<file path="src/rtl/aes_invmc_colseq.sv">
// aes_invmc_colseq: column-serial InvMixColumns sequencer.
// A whole state block is accepted, then one 32-bit column per cycle goes
// through a single aesinvMC core and is written back in place; the finished
// block is presented downstream until it is taken.
// Optional feature macro: AES_INVMC_LASTSKIP_EN adds in_last, which makes the
// block pass through unmodified (final decryption round has no InvMixColumns).

// Combinational InvMixColumns on one column, GF(2^8) modulo 0x11B.
module aesinvMC (
  input  logic [7:0] b0,
  input  logic [7:0] b1,
  input  logic [7:0] b2,
  input  logic [7:0] b3,
  output logic [7:0] a0,
  output logic [7:0] a1,
  output logic [7:0] a2,
  output logic [7:0] a3
);
  function automatic logic [7:0] xt(input logic [7:0] x);
    return {x[6:0], 1'b0} ^ (x[7] ? 8'h1b : 8'h00);
  endfunction

  // 9, 11, 13, 14 built from x*2, x*4, x*8
  function automatic logic [7:0] m9(input logic [7:0] x);
    return xt(xt(xt(x))) ^ x;
  endfunction
  function automatic logic [7:0] m11(input logic [7:0] x);
    return xt(xt(xt(x))) ^ xt(x) ^ x;
  endfunction
  function automatic logic [7:0] m13(input logic [7:0] x);
    return xt(xt(xt(x))) ^ xt(xt(x)) ^ x;
  endfunction
  function automatic logic [7:0] m14(input logic [7:0] x);
    return xt(xt(xt(x))) ^ xt(xt(x)) ^ xt(x);
  endfunction

  // circulant matrix rows (14 11 13 9)
  always_comb begin
    a0 = m14(b0) ^ m11(b1) ^ m13(b2) ^ m9(b3);
    a1 = m9(b0)  ^ m14(b1) ^ m11(b2) ^ m13(b3);
    a2 = m13(b0) ^ m9(b1)  ^ m14(b2) ^ m11(b3);
    a3 = m11(b0) ^ m13(b1) ^ m9(b2)  ^ m14(b3);
  end
endmodule

module aes_invmc_colseq #(
  parameter int NCOL = 4
) (
  input  logic              clk,
  input  logic              rst,
  input  logic              in_valid,
  output logic              in_ready,
  input  logic [32*NCOL-1:0] in_data,
`ifdef AES_INVMC_LASTSKIP_EN
  input  logic              in_last,
`endif
  output logic              out_valid,
  input  logic              out_ready,
  output logic [32*NCOL-1:0] out_data
);
  if (!(NCOL == 4 || NCOL == 6 || NCOL == 8)) begin : g_bad_ncol
    $error("aes_invmc_colseq: NCOL must be 4, 6 or 8");
  end

  typedef enum logic [1:0] {IDLE, RUN, DONE} state_t;

  state_t                   state;
  logic [NCOL-1:0][31:0]    st;
  logic [2:0]               cnt;
  logic                     rdy_q;
  logic                     vld_q;
  logic [31:0]              col_in;
  logic [31:0]              mc_out;
  logic [31:0]              col_wr;
`ifdef AES_INVMC_LASTSKIP_EN
  logic                     skip_q;
`endif

  // select the column currently being processed
  always_comb begin
    col_in = '0;
    for (int i = 0; i < NCOL; i++)
      if (cnt == 3'(i)) col_in = st[i];
  end

  aesinvMC u_mc (
    .b0(col_in[7:0]),   .b1(col_in[15:8]),
    .b2(col_in[23:16]), .b3(col_in[31:24]),
    .a0(mc_out[7:0]),   .a1(mc_out[15:8]),
    .a2(mc_out[23:16]), .a3(mc_out[31:24])
  );

  // write-back value: transformed column, or the original on a last-round block
  always_comb begin
`ifdef AES_INVMC_LASTSKIP_EN
    col_wr = skip_q ? col_in : mc_out;
`else
    col_wr = mc_out;
`endif
  end

  // sequencer FSM; rdy_q/vld_q are the registered handshake outputs
  always_ff @(posedge clk) begin
    if (rst) begin
      state  <= IDLE;
      st     <= '0;
      cnt    <= '0;
      rdy_q  <= 1'b1;
      vld_q  <= 1'b0;
`ifdef AES_INVMC_LASTSKIP_EN
      skip_q <= 1'b0;
`endif
    end else begin
      case (state)
        IDLE: if (in_valid && rdy_q) begin
          st     <= in_data;
          cnt    <= '0;
          rdy_q  <= 1'b0;
          state  <= RUN;
`ifdef AES_INVMC_LASTSKIP_EN
          skip_q <= in_last;
`endif
        end
        RUN: begin
          for (int i = 0; i < NCOL; i++)
            if (cnt == 3'(i)) st[i] <= col_wr;
          // counter parks on the last column instead of wrapping
          if (cnt == 3'(NCOL-1)) begin
            state <= DONE;
            vld_q <= 1'b1;
          end else begin
            cnt <= cnt + 3'd1;
          end
        end
        DONE: if (out_ready) begin
          state <= IDLE;
          vld_q <= 1'b0;
          rdy_q <= 1'b1;
        end
        default: state <= IDLE;
      endcase
    end
  end

  // handshakes are suppressed for the whole time reset is asserted
  assign in_ready  = rdy_q & ~rst;
  assign out_valid = vld_q & ~rst;
  assign out_data  = st;
endmodule

</file>
<file path="config.mk">
export PLATFORM = sky130hd
export DESIGN_NAME = aes_invmc_colseq
export DESIGN_NICKNAME = d
export VERILOG_FILES = /design/src/rtl/aes_invmc_colseq.sv
export SDC_FILE = /design/constraint.sdc
export NUM_CORES = 1
export LEC_CHECK = 0
export ABC_AREA = 1
export ABC_CLOCK_PERIOD_IN_PS = 3500
export CORE_MARGIN = 2
export CORE_UTILIZATION = 53
export DETAILED_ROUTE_END_ITERATION = 6
export PLACE_DENSITY = 0.86
export SYNTH_ARGS = -nofsm -noshare
export SYNTH_HDL_FRONTEND = slang
export SYNTH_HIERARCHICAL = 1
export SYNTH_SLANG_ARGS = --single-unit
</file>
<file path="constraint.sdc">
create_clock -name clk -period 3.5 [get_ports clk]
set_clock_uncertainty 0.2 [all_clocks]
set_input_delay 1.05 -clock clk [delete_from_list [all_inputs] [get_ports clk]]
set_output_delay 1.05 -clock clk [all_outputs]
set_load 0.02 [all_outputs]
</file>
==> results of run 1 <==
-- through the flow --
step	instance area, sq um	worst slack [ps]
after detailed placement	16130	-151.8
after global routing	18020	-123.0
final	18020	18.88
after floorplan	12230	371.8
after global placement	16130	-89.75
after CTS	16880	2.530
-- sequential cells by signal, summed over array words and instances (netlist names) --
register  count
out_data    128
rdy_q         1
cnt           3
vld_q         1
state         2
-- cell usage after synthesis (4+ instances only) --
cell type and instances:
a21oi_1 80, nand3_1 234, clkbuf_1 45, a21oi_2 20, dfxtp_1 135, nand2_1 857
buf_4 22, xor2_2 5, inv_2 16, xnor2_1 59, nor2_2 11, nand2_2 21
nand3b_1 39, buf_6 6, xnor2_2 4, o21ai_0 33, buf_2 42, inv_1 203
xor2_1 89, nor2_1 196, ha_1 5, buf_1 11
-- cells by family after synthesis --
group | Yosys count | synth area share [%]
simple gates | 1368 | 46.58
buf+inv | 351 | 12.39
xor+xnor | 159 | 12.24
compound gates | 135 | 6.178
flops | 135 | 22.09
fa+ha+maj | 5 | 0.5115
-- path summary, 6_finish.rpt --
path	startpoint	end	slack, ps	cells past startpoint
max	cnt[1]	out_data[95]	20	22
min	rdy_q	rdy_q	300	2
max reg2reg	cnt[1]	out_data[95]	20	22
min reg2reg	rdy_q	rdy_q	300	2
-- critical path, delay by kind of cell (launching register included) --
family | cells | cell delay, ps
AND/OR/NAND/NOR | 10 | 1290
buffers and inverters | 7 | 750
XOR/XNOR | 3 | 600
flip-flops | 1 | 370
adder cells (fa/ha/maj) | 1 | 140
AO/OA/AOI/OAI | 1 | 60
-- power breakdown --
group	leakage, nW	total (mW)	switching, mW	internal (mW)
Sequential	1.12	2.02	0.218	1.80
Combinational	7.73	12.3	7.25	5.07
Clock	0.277	1.82	0.737	1.08
-- final cells by class --
cell class / count / area [sq um] / area share (%)
Antenna cell: 2 / 5.005 / 0.02777
Clock buffer: 19 / 452.9 / 2.513
Clock inverter: 12 / 127.6 / 0.7080
Inverter: 223 / 853.3 / 4.734
Multi-Input combinational cell: 1667 / 8924 / 49.51
Sequential cell: 135 / 2710 / 15.04
Tap cell: 285 / 356.6 / 1.978
Timing Repair Buffer: 481 / 4596 / 25.50
-- repair_timing --
item	4_1_cts	5_1_grt
resized for setup	33	208
endpoints found under the setup margin	60	127
hold buffers	0	0
setup buffers	0	25
gates cloned	1	4
pin swaps	2	70
-- layer usage --
layer | vias to the layer above | global-route usage (%) | share of wire [%]
li1 | 7324 | - | -
met1 | 7313 | 49.73 | 38
met2 | 1040 | 64.73 | 46
met3 | 222 | 5.750 | 9.6
met4 | 2 | 18.79 | 6.5
met5 | - | 0 | 0.013
==> flow_summary_export.csv, run 1 <==
group,metric,value,unit
floorplan,num_rows,55,
clock_tree,root_buffer,"clkbuf_16",
synth,yosys_warnings,6,
setup_path,cpMostUsedCell,"nand2_1",
clock_tree,cts_buffers,17,
placed_design,gp_congestion,0.9918,
timing,fin_tns_setup,0,ps
clock_tree,path_clk_slew,70,ps
clock_tree,htreeDepth,4,
route,dr.pass1.iters,7,
synth,synth_area_leaders,"nand2_1 26%, dfxtp_1 22%, nand3_1 9.6%",
route,route.detailed.drc,5,
synth,synth_fp_nets,2290,
cells_and_area,finalNetCount,2662,
timing,tightest_slew,963.4,ps
route,vias_per_cell,5.631,
floorplan,start_util,54.03,%
floorplan,dieArea,24310,sq um
grt,grt_overflow,0,
power_and_ir_drop,worst_ir_drop_vdd,0.0008192,V
floorplan,fp.dieW,155.9,um
grt,antenna_found_initial,3,
synth,async_flop_share,0,%
timing,min_period,3481,ps
synth,yosysUniqueCellTypes,37,
grt,first_global_vias,13825,
timing,setup_violations,0,
timing,rsz0062_at_grt,"true",
placed_design,dp_cells,2761,
clock_tree,clock_path_buffers,2,
job,drv_cap,0,
setup_path,crit_path_max_incr_delay,370,ps
route,num_vias,15901,
floorplan,die-height,155.9,um
timing,whs,303.0,ps
status,outcome,"finished with violations",
synth,ys_seq_area_share,22.09,%
cells_and_area,layout_commonest_cell,"nand2_1",
timing,fmax,0.2873,GHz
grt,grt_use_total,38.99,%
timing,timing_hold_violations_final,0,
synth,synthCells,2153,
synth,postSynthRegisterBits,135,
route,detail-route-antenna-nets,0,
synth,synth-edff-count,0,
grt,grt_pass1_wl,73850,um
synth,synth_top_cell_by_area,"nand2_1",
synth,synthFlopType,"dfxtp_1",
synth,syn_avg_cell_area,5.681,sq um
cells_and_area,most-common-layout-cells,"773 x nand2_1, 259 x clkdlybuf4s50_1, 198 x nand3_1",
cells_and_area,syn_to_final_growth,47.36,%
setup_path,required,3660,ps
cells_and_area,fillers,1588,
floorplan,core_area,22640,sq um
setup_path,critPathKind,"flop to flop",
status,violations,"design-rule violations",
power_and_ir_drop,power_density,896.2,nW/um^2
setup_path,crit_path_start_kind,"flop",
grt,grt_max_degree,81,
placed_design,hpwl,37000,um
cells_and_area,drive_gt1_share,19.98,%
route,wl_per_cell,18.48,um
timing,slew_headroom,35.68,%
synth,synth_top_area_share,26.30,%
floorplan,ios,262,
setup_path,path_max_fanout,7,
hold_path,holdCritPathClass,"flop to flop",
power_and_ir_drop,p_leak,9.124,nW
timing,final_max_slew_viol_count,0,
clock_tree,cts_tree,"done",
route,dr.first_iter.drc_count,2008,
setup_path,cp_slowest_cell,"dfxtp_4",
timing,period_share,99.46,%
placed_design,io_buffers,261,
setup_path,cp.arrival,3640,ps
clock_tree,clock-sinks,135,
clock_tree,clk_latency,430,ps
cells_and_area,final-instance-count-excl-fill,2824,
setup_path,worstPathCellList,"inv_4 > ha_4 > inv_2 > nor2_4 > buf_12 > buf_4 > nand2_1 > nand3_2 > nand2_2 > nand2_2 > buf_12 > inv_2 > nand2_1 > nand2_1 > buf_4 > xor2_1 > xor2_1 > xnor2_1 > nand3_1 > nand2_1 > a21oi_1 > nor2_1",
route,drt-total-wl,52200,um
power_and_ir_drop,power.total,16.15,mW
setup_path,cp-end-kind,"flop",
cells_and_area,fin_util,79.61,%
synth,syn_area,12230,sq um
Power figures use the tool's default switching activity.
==> inputs of run 2 (changes only) <==
--- a/config.mk
+++ b/config.mk
@@ -7,10 +7,11 @@
 export LEC_CHECK = 0
 export ABC_AREA = 1
 export ABC_CLOCK_PERIOD_IN_PS = 3500
-export CORE_MARGIN = 2
-export CORE_UTILIZATION = 53
+export CORE_MARGIN = 10
+export CORE_UTILIZATION = 54
+export CTS_BUF_LIST = sky130_fd_sc_hd__clkbuf_8
 export DETAILED_ROUTE_END_ITERATION = 6
-export PLACE_DENSITY = 0.86
+export PLACE_DENSITY = 0.87
 export SYNTH_ARGS = -nofsm -noshare
 export SYNTH_HDL_FRONTEND = slang
 export SYNTH_HIERARCHICAL = 1
==> flow_summary_export.csv, run 2 (synthesized netlist as in run 1, its figures left out) <==
group,metric,value,unit
route,drt-total-wl,53080,um
cells_and_area,most-common-layout-cells,"759 x nand2_1, 259 x clkdlybuf4s50_1, 205 x nand3_1",
setup_path,path_max_fanout,16,
route,wl_per_cell,18.88,um
route,detail-route-antenna-nets,0,
route,dr.first_iter.drc_count,2177,
power_and_ir_drop,power_density,897.4,nW/um^2
floorplan,ios,262,
route,dr.pass1.iters,7,
clock_tree,clock-sinks,135,
timing,setup_violations,0,
cells_and_area,drive_gt1_share,19.41,%
grt,grt_pass1_wl,78060,um
clock_tree,clk_latency,470,ps
job,drv_cap,0,
grt,grt_use_total,34.20,%
clock_tree,cts_hold_buf,0,
clock_tree,clock_path_buffers,2,
floorplan,num_rows,55,
setup_path,required,3710,ps
route,route.detailed.drc,0,
placed_design,hpwl,40200,um
grt,grt_overflow,0,
grt,first_global_vias,14022,
timing,min_period,3469,ps
timing,rsz0062_at_grt,"true",
clock_tree,path_clk_slew,100,ps
clock_tree,cts_buffers,17,
timing,timing_hold_violations_final,0,
grt,grt_max_degree,85,
route,num_vias,15674,
timing,final_max_slew_viol_count,0,
floorplan,core_area,22430,sq um
clock_tree,root_buffer,"clkbuf_8",
floorplan,die-height,170.5,um
clock_tree,htreeDepth,4,
cells_and_area,syn_to_final_growth,45.42,%
clock_tree,cts_tree,"done",
cells_and_area,fillers,1669,
timing,tightest_slew,1148,ps
setup_path,cp-end-kind,"flop",
setup_path,crit_path_start_kind,"flop",
floorplan,dieArea,29070,sq um
route,vias_per_cell,5.574,
power_and_ir_drop,p_leak,8.973,nW
grt,antenna_found_initial,2,
power_and_ir_drop,worst_ir_drop_vdd,0.0007207,V
setup_path,critPathKind,"flop to flop",
cells_and_area,fin_util,79.29,%
cells_and_area,layout_commonest_cell,"nand2_1",
hold_path,holdCritPathClass,"flop to flop",
setup_path,cp.arrival,3680,ps
timing,whs,330.0,ps
cells_and_area,largest_reg_flops,128,
timing,fmax,0.2882,GHz
floorplan,fp.dieW,170.5,um
cells_and_area,finalNetCount,2649,
status,outcome,"completed",
floorplan,start_util,54.52,%
placed_design,io_buffers,261,
placed_design,gp_congestion,1.003,
timing,period_share,99.13,%
timing,slew_headroom,23.33,%
==> run 2: cell types whose count changed in the layout (fill, tap and decap cells not counted), sizes merged <==
cell / previous run / this run
dlymetal6s2s: 1 / 0
buf: 216 / 206
dlygate4sd2: 1 / 2
clkbuf: 23 / 18
clkinvlp: 4 / 1
bufinv: 2 / 4
inv: 222 / 226
==> run 2: metrics by stage <==
step                cells  setup WS (ps)  instance area (sq um)  power, mW  setup TNS, ps
finish               2812          30.61                  17790      15.96              0
floorplan            2153          371.8                  12230      8.620              0
global placement     2760         -87.78                  16190      12.67         -285.8
detailed placement   2760         -140.0                  16190      12.90          -5345
CTS                  2792         -4.839                  16800      14.64         -4.839
global route         2812         -89.21                  17790      16.93          -2786
==> run 2: worst paths after layout <==
| path | from | end | slack, ps | cells past startpoint |
|---|---|---|---|---|
| worst min register to register | rdy_q | rdy_q | 330 | 2 |
| worst max register to register | cnt[0] | out_data[122] | 30 | 18 |
| worst max-delay path | cnt[0] | out_data[122] | 30 | 18 |
| worst min-delay path | rdy_q | rdy_q | 330 | 2 |
==> run 2: cell type report <==
cell class | instances | area, sq um | share of cell area, %
multi-input combinational | 1667 | 8940 | 50.26
inverter | 223 | 845.8 | 4.755
antenna | 2 | 5.005 | 0.02814
clock buffer | 17 | 234.0 | 1.315
timing repair buffer | 468 | 4491 | 25.25
tap | 285 | 356.6 | 2.005
clock inverter | 15 | 203.9 | 1.147
sequential | 135 | 2711 | 15.24
==> run 2: power by group <==
part / total [mW] / leakage (nW) / internal (mW) / switching (mW)
Sequential: 2.02 / 1.12 / 1.80 / 0.221
Clock: 1.49 / 0.225 / 0.783 / 0.711
Combinational: 12.4 / 7.63 / 5.09 / 7.36
Total: 16.0 / 8.97 / 7.67 / 8.29
==> run 2: per-layer routing <==
| metal | global-route usage, % | wire length (um) | up-vias |
|---|---|---|---|
| met5 | 0 | 0 | - |
| met4 | 15.56 | 2766 | 0 |
| li1 | - | - | 7291 |
| met1 | 42.86 | 20080 | 7255 |
| met2 | 56.37 | 24920 | 968 |
| met3 | 5.622 | 5311 | 160 |
==> run 2: repair_timing <==
item	in CTS	in global routing
pin swaps	1	56
cloned	0	2
endpoints found under the setup margin	99	128
buffers inserted	0	16
resized for setup	39	194
==> run 2: critical path: stages, from the launching register on <==
cell     delay, ps
dfxtp_4        370
inv_2           70
ha_2           210
nand2_4        110
buf_12         180
buf_4          150
o21ai_1        170
inv_1           70
nand2_2        100
nand2_2        100
buf_4          180
xnor2_1        190
xor2_1         190
xor2_1         260
xor2_1         230
nand3_2        190
nand2_2        190
nor2_1          70
nor2_1         150
